### src/rtl/mem_unit.sv
// Memory subsystem behind the load/store control FSM: MAR, MDR and a word-addressed RAM.
// Requests complete after WAIT_CYCLES extra busy cycles and are acknowledged through MFC.
module mem_unit #(
  parameter int ADDR_W      = 8,
  parameter int DATA_W      = 16,
  parameter int WAIT_CYCLES = 2
) (
  input  logic              clk,
  input  logic              rst,
  input  logic [DATA_W-1:0] bus_in,
  output logic [DATA_W-1:0] bus_out,
  input  logic              MAR_EN,
  input  logic              mem_EN,
  input  logic              mem_RW,
  input  logic              MDR_EN_read,
  input  logic              MDR_EN_write,
  input  logic              MDR_out,
  output logic              MFC
);

  localparam int CNT_W = (WAIT_CYCLES < 1) ? 1 : $clog2(WAIT_CYCLES + 1);
  localparam logic [CNT_W-1:0] WAIT_LAST = CNT_W'(WAIT_CYCLES);
  localparam int DEPTH = 1 << ADDR_W;

  typedef enum logic [1:0] {
    IDLE,
    BUSY,
    DONE
  } state_t;

  state_t            state;
  logic [ADDR_W-1:0] mar;
  logic [DATA_W-1:0] mdr;
  logic [ADDR_W-1:0] op_addr;
  logic [DATA_W-1:0] op_wdata;
  logic              op_rw;
  logic [CNT_W-1:0]  count;
  logic              mfc_q;
  logic [DATA_W-1:0] read_data;
  logic [DATA_W-1:0] ram [DEPTH];

  logic complete;
  logic ram_we;
  logic read_load_now;
  logic read_load_late;

  assign complete       = (state == BUSY) && mem_EN && (count == WAIT_LAST);
  assign ram_we         = complete && !op_rw;
  assign read_load_now  = complete && op_rw && MDR_EN_read;
  assign read_load_late = (state == DONE) && op_rw && MDR_EN_read;

  assign bus_out = MDR_out ? mdr : '0;
  assign MFC     = mfc_q;

  // RAM contents survive reset; only a completed write changes them.
  always_ff @(posedge clk) begin
    if (ram_we) begin
      ram[op_addr] <= op_wdata;
    end
  end

  always_ff @(posedge clk) begin
    if (complete && op_rw) begin
      read_data <= ram[op_addr];
    end
  end

  always_ff @(posedge clk or negedge rst) begin
    if (!rst) begin
      state    <= IDLE;
      mar      <= '0;
      mdr      <= '0;
      op_addr  <= '0;
      op_wdata <= '0;
      op_rw    <= 1'b0;
      count    <= '0;
      mfc_q    <= 1'b0;
    end else begin
      if (MAR_EN) begin
        mar <= bus_in[ADDR_W-1:0];
      end

      // A bus load into MDR beats read data; the read value stays held for DONE.
      if (MDR_EN_write) begin
        mdr <= bus_in;
      end else if (read_load_now) begin
        mdr <= ram[op_addr];
      end else if (read_load_late) begin
        mdr <= read_data;
      end

      case (state)
        IDLE: begin
          mfc_q <= 1'b0;
          if (mem_EN) begin
            op_addr  <= MAR_EN ? bus_in[ADDR_W-1:0] : mar;
            op_wdata <= MDR_EN_write ? bus_in : mdr;
            op_rw    <= mem_RW;
            count    <= '0;
            state    <= BUSY;
          end
        end
        BUSY: begin
          mfc_q <= 1'b0;
          if (!mem_EN) begin
            state <= IDLE;
          end else if (count == WAIT_LAST) begin
            state <= DONE;
          end else begin
            count <= count + CNT_W'(1);
          end
        end
        DONE: begin
          if (mem_EN) begin
            mfc_q <= 1'b1;
          end else begin
            mfc_q <= 1'b0;
            state <= IDLE;
          end
        end
        default: begin
          mfc_q <= 1'b0;
          state <= IDLE;
        end
      endcase
    end
  end

endmodule

### config.mk
export PLATFORM = sky130hd
export DESIGN_NAME = mem_unit
export DESIGN_NICKNAME = d
export VERILOG_FILES = /design/src/rtl/mem_unit.sv
export SDC_FILE = /design/constraint.sdc
export NUM_CORES = 2
export LEC_CHECK = 0
export CAP_MARGIN = 20
export CORE_MARGIN = 3
export CORE_UTILIZATION = 40
export DETAILED_ROUTE_END_ITERATION = 12
export GPL_ROUTABILITY_DRIVEN = 0
export PLACE_DENSITY_LB_ADDON = 0.12
export SLEW_MARGIN = 25
export SYNTH_ARGS = -nofsm -noshare
export SYNTH_HDL_FRONTEND = slang
export SYNTH_SLANG_ARGS = --single-unit
### constraint.sdc
create_clock -name clk -period 4.9 [get_ports clk]
set_clock_uncertainty 0.05 [all_clocks]
set_input_delay 0.98 -clock clk [delete_from_list [all_inputs] [get_ports clk]]
set_output_delay 0.98 -clock clk [all_outputs]
set_load 0.005 [all_outputs]
After elaboration in Yosys (flattened, before gate mapping) --
Memory sizes are Yosys's and may differ from the RTL's. Index checks and enable logic that the tools add are counted.
Storage, ports and cells: register bits 70, bits in writable memories 4096, input port bits 24, logic and storage cells 52, memories kept 1
Cells by class: add/subtract/negate cells 1, eq/ne operators 8, multiplexer cells 19, reduce and logical (&&, ||, !) cells 14
Memories:
- ram | words 256, width 16, read ports 1, clocked after Yosys merged registers in 0, write ports 1, RTL line 40 | logic [DATA_W-1:0] ram [DEPTH];
Operators with widths (number):
- 16-bit two-way mux | 5
- 2-bit two-way mux | 7
- 8-bit two-way mux | 1
- 2-bit != test, second input constant | 4
- 1-bit logical AND | 7
- 2-bit one-hot mux with 3 select lines | 1
- 2-bit equality test, second input constant | 2
- 1-bit two-way mux | 4
- 2-bit one-hot mux with 2 select lines | 1
- 4-bit AND reduction | 1
- 3-bit by 2-bit != test with 1-bit output, second input constant | 1
- 3-bit AND reduction | 1
- 3-bit nonzero test | 1
- 2-bit by 1-bit adder with 2-bit output, second input constant | 1
- 2-bit by 1-bit equality test with 1-bit output, second input constant | 1
- 2-bit logical NOT | 1
- 2-bit AND reduction | 1
- 2-bit nonzero test | 1
- 1-bit logical NOT | 1

Depth between registers and ports, before layout --
depth after elaboration 7, depth in mapped cells 13, depth with buffers taken out 8

Least setup slack after synthesis --
Ideal clock, no wire load.
kind register to register, from reg op_wdata[0], to mem ram[0][0], data pin, setup time 0.804 ns, arrival 3.184 ns, slack 0.863 ns, stages on the path, launching flop included 1, buffers on the path 0, cells stage by stage dfrtp_1
RTL lines:
- start: declaration | RTL line 35 | logic [DATA_W-1:0] op_wdata;
- start signal: assignment | RTL line 97 | op_wdata <= MDR_EN_write ? bus_in : mdr;
- end: declaration | RTL line 40
Straight into the memory's write port.

Final worst setup path --
from reg op_addr[1], to reg read_data[8], read port of ram, data pin
Between the ends: cells in the longest elaborated chain, start to end 1
RTL lines:
- start: declaration | RTL line 34 | logic [ADDR_W-1:0] op_addr;
- start signal: assignment | RTL line 96 | op_addr <= MAR_EN ? bus_in[ADDR_W-1:0] : mar;
- memory read 256 x 16 bit
- end: declaration | RTL line 39 | logic [DATA_W-1:0] read_data;
Every way passes these cells. A chain may end at the register's enable or synchronous reset.

==> results.txt <==
Outcome = finished, final reports clean
Clock-pin slew reported for the worst setup and hold paths after clock tree synthesis = 0.06 ns
Power after layout = 101 mW
Slew of the pin with the lowest slew margin = 1.21 ns
Register area share after synthesis = 77.9%
Port-buffer cells = 40
Relative slew margins = 19.7%
Crit. End Element = register
Skew-Pair Late Insertion Delay = 0.98 ns
CP max-delay cell = dfrtp_4
CP max stage delay = 0.84 ns
Final Cycle Share = 94.7%
Mapped Avg Cell Area = 21.1 sq um
Wirelength per Cell = 33.1 um
DIE AREA = 408,000 sq um
XOR/XNOR share of the synthesized area = 0%
Initial antenna violation count = 21
IO Pins = 41
CTS Buf Count = 437
DR vias = 80,300
Post-CTS Resized = 0
Vias in the first global route = 81,000
Die width = 639 um
Crit path cell chain = buf_12 > mux4_2 > nand3_1 > nand4_1 > or4_1 > a221oi_1 > buf_4 > a22oi_1
Share of cells above drive strength 1 = 25.4%
Worst setup SP type = register
Post-layout min period = 4.64 ns
Multiplexer area fraction after synthesis = 14.3%
CTS Sinks = 4,166
Compound-gate portion of the synthesized area = 3.28%
Area taken by flip-flops and latches = 125,000 sq um
Clock tree buffer depth = 4
Worst Path Required = 5.53 ns
PnR worst setup slack = 0.259 ns
Synth unique cells = 68
Cell family with most CP delay = simple AND/OR/NAND/NOR gates
DP Wirelength = 275,000 um
Pre-Repair DR Iteration Count = 5
Core area = 397,000 sq um
CTS tree = done
Detailed Route WL = 458,000 um
Post-Synth Adder-Cell Area = 0.00781%
Fillers = 33,200
Final setup viols = 0
Min-Delay Path Class = register to register
Largest family of logic cells by synthesized area = multiplexers
DRC Markers = 0
Post-synth EDFFs = 4,112
GRT Total Usage = 22.2%
DRT iter0 DRCs = 8,437
Async set-or-reset flop fraction in the synthesized netlist = 1.30%
P_leak = 58.5 nW
VDD IR max = 363 uV
CP Max Fanout = 63
Final net count = 8,239
Fin. Hold Viols = 0
Syn Std Cell Area = 160,000 sq um
Row cnt = 231
Pwr Density = 549 nW/um^2
First-pass GRT wire length = 644,000 um
Synth-to-Final Area Change = 15.2%
Pin count of the biggest net entering global routing = 162
Synth Register Bits = 4,166
Area occupied by multi-input gates = 33,200 sq um
Setup TNS Final = 0 ns
Antenna Violating Nets Remaining = 0
Synth Area in Simple Gates = 2.94%
Post-DR vias/cell = 5.80
Max Cap Viol = 0
Top FF cell, synth = edfxtp_1
RSZ-0062 raised after global routing = no
Die Y = 639 um
Mapped Cells = 7,583
Critical path type = register to register
DP Worst Slack = 0.273 ns
CP arrival = 5.27 ns
Synth Warn # = 0
F_max = 0.215 GHz
CTS HTree Levels = 5
Syn_nets = 7,608
Root buffer cell = clkbuf_16
Gr ovfl total = 0
CP Buf/Inv Count = 2
Slew Limit Fails = 0
Initial Util = 40.3%
flip-flops by register name (all words and copies together) (netlist names), 2 cells and up:
register / count
read_data: 16
op_addr: 8
op_wdata: 16
count: 2
mdr: 16
ram: 4096
mar: 8
state: 2
layout make-up:
cell class                      instances  share of cell area (%)
Tap cell                             5242                    3.55
Sequential cell                      4166                    67.7
Clock buffer                          541                    6.29
Antenna cell                           20                  0.0271
Inverter                                6                  0.0122
Clock inverter                        264                    1.13
Timing Repair Buffer                  671                    3.33
Multi-Input combinational cell       2932                    18.0
layer usage:
| layer | part of all wire (%) | global-route usage [%] | vias to the layer above |
|---|---|---|---|
| met1 | 43 | 31.5 | 43800 |
| li1 | - | - | 33300 |
| met5 | 0 | 0 | - |
| met2 | 49 | 36.2 | 2679 |
| met3 | 5.8 | 3.23 | 572 |
| met4 | 2.5 | 5.50 | 0 |
stage by stage:
step / hold WS [ns] / instance area [sq um] / instances / utilization [%]
5_1_grt: 0.459 / 185000 / 13800 / 46.4
2_1_floorplan: 0.418 / 160000 / 7583 / -
3_5_place_dp: 0.439 / 171000 / 13000 / 43.0
4_1_cts: 0.406 / 184000 / 13800 / 46.4
3_3_place_gp: 0.431 / 171000 / 13000 / 43.0
6_report: 0.453 / 185000 / 13800 / 46.5
cell usage in the layout, fill, tap and decap left out, types with 31 or more instances in the layout:
| cell type | instances |
|---|---|
| edfxtp_1 | 4112 |
| mux4_2 | 819 |
| buf_4 | 550 |
| clkbuf_16 | 449 |
| mux2i_1 | 429 |
| nor2_1 | 266 |
| a22oi_1 | 179 |
| nand3_1 | 174 |
| o22ai_1 | 118 |
| clkinv_1 | 116 |
| a21oi_1 | 108 |
| and3_1 | 104 |
| clkinv_2 | 96 |
| clkbuf_1 | 88 |
| nand2_1 | 77 |
| buf_12 | 77 |
| a221oi_1 | 67 |
| nand4_1 | 52 |
| a22o_1 | 48 |
| o21ai_1 | 42 |
| clkdlybuf4s50_1 | 38 |
| nor2b_1 | 33 |
| nor2_2 | 33 |
| o211ai_1 | 31 |
| nor4_1 | 31 |
path summary, 6_finish.rpt:
path                                        start                      end  slack (ns)  cells past startpoint
min reg2reg                      mar[3]$_DFF_PN0_         mar[3]$_DFF_PN0_        0.45                      1
max in group asynchronous                     rst   op_addr[1]$_DFFE_PN0P_        3.25                      3
min                              mar[3]$_DFF_PN0_         mar[3]$_DFF_PN0_        0.45                      1
max                        op_addr[1]$_DFFE_PN0P_   read_data[8]$_DFFE_PN_        0.26                      8
max reg2reg                op_addr[1]$_DFFE_PN0P_   read_data[8]$_DFFE_PN_        0.26                      8
min in group asynchronous                     rst  op_wdata[4]$_DFFE_PN0P_        0.49                      2
synthesized netlist by cell type (all sizes together) (32+ instances only):
library cell	instances	area (sq um)
nand3	174	871
nor2b	37	231
o21ai	48	240
dfrtp	54	1350
a22o	48	420
a22oi	179	1340
nand4	52	325
mux4	819	18400
a221oi	68	602
nor2	301	1130
edfxtp	4112	123000
nand2	93	349
and3	105	657
a21oi	108	541
clkbuf	243	912
buf	236	1580
o22ai	118	738
nor4	32	200
mux2i	429	4290
report_power, final:
group          total (mW)  internal (mW)  switching, mW
clock network        31.9           18.3           13.6
registers            44.4           43.1           1.28
logic                25.0           8.73           16.3
logic make-up (layout without fill, tap and decap cells):
group	count (synthesis)	after routing
buffers and inverters	485	1482
adder cells (fa/ha/maj)	1	1
flip-flops	4166	4166
AND/OR/NAND/NOR	920	920
multiplexers	1269	1269
AO/OA/AOI/OAI	742	742
other	0	20
timing repair:
action | CTS | global route
hold buffers | 1 | 0
hold endpoints to repair | 23 | 0
buffers inserted | 0 | 0
Note: power is estimated with default switching activity, not from simulation.
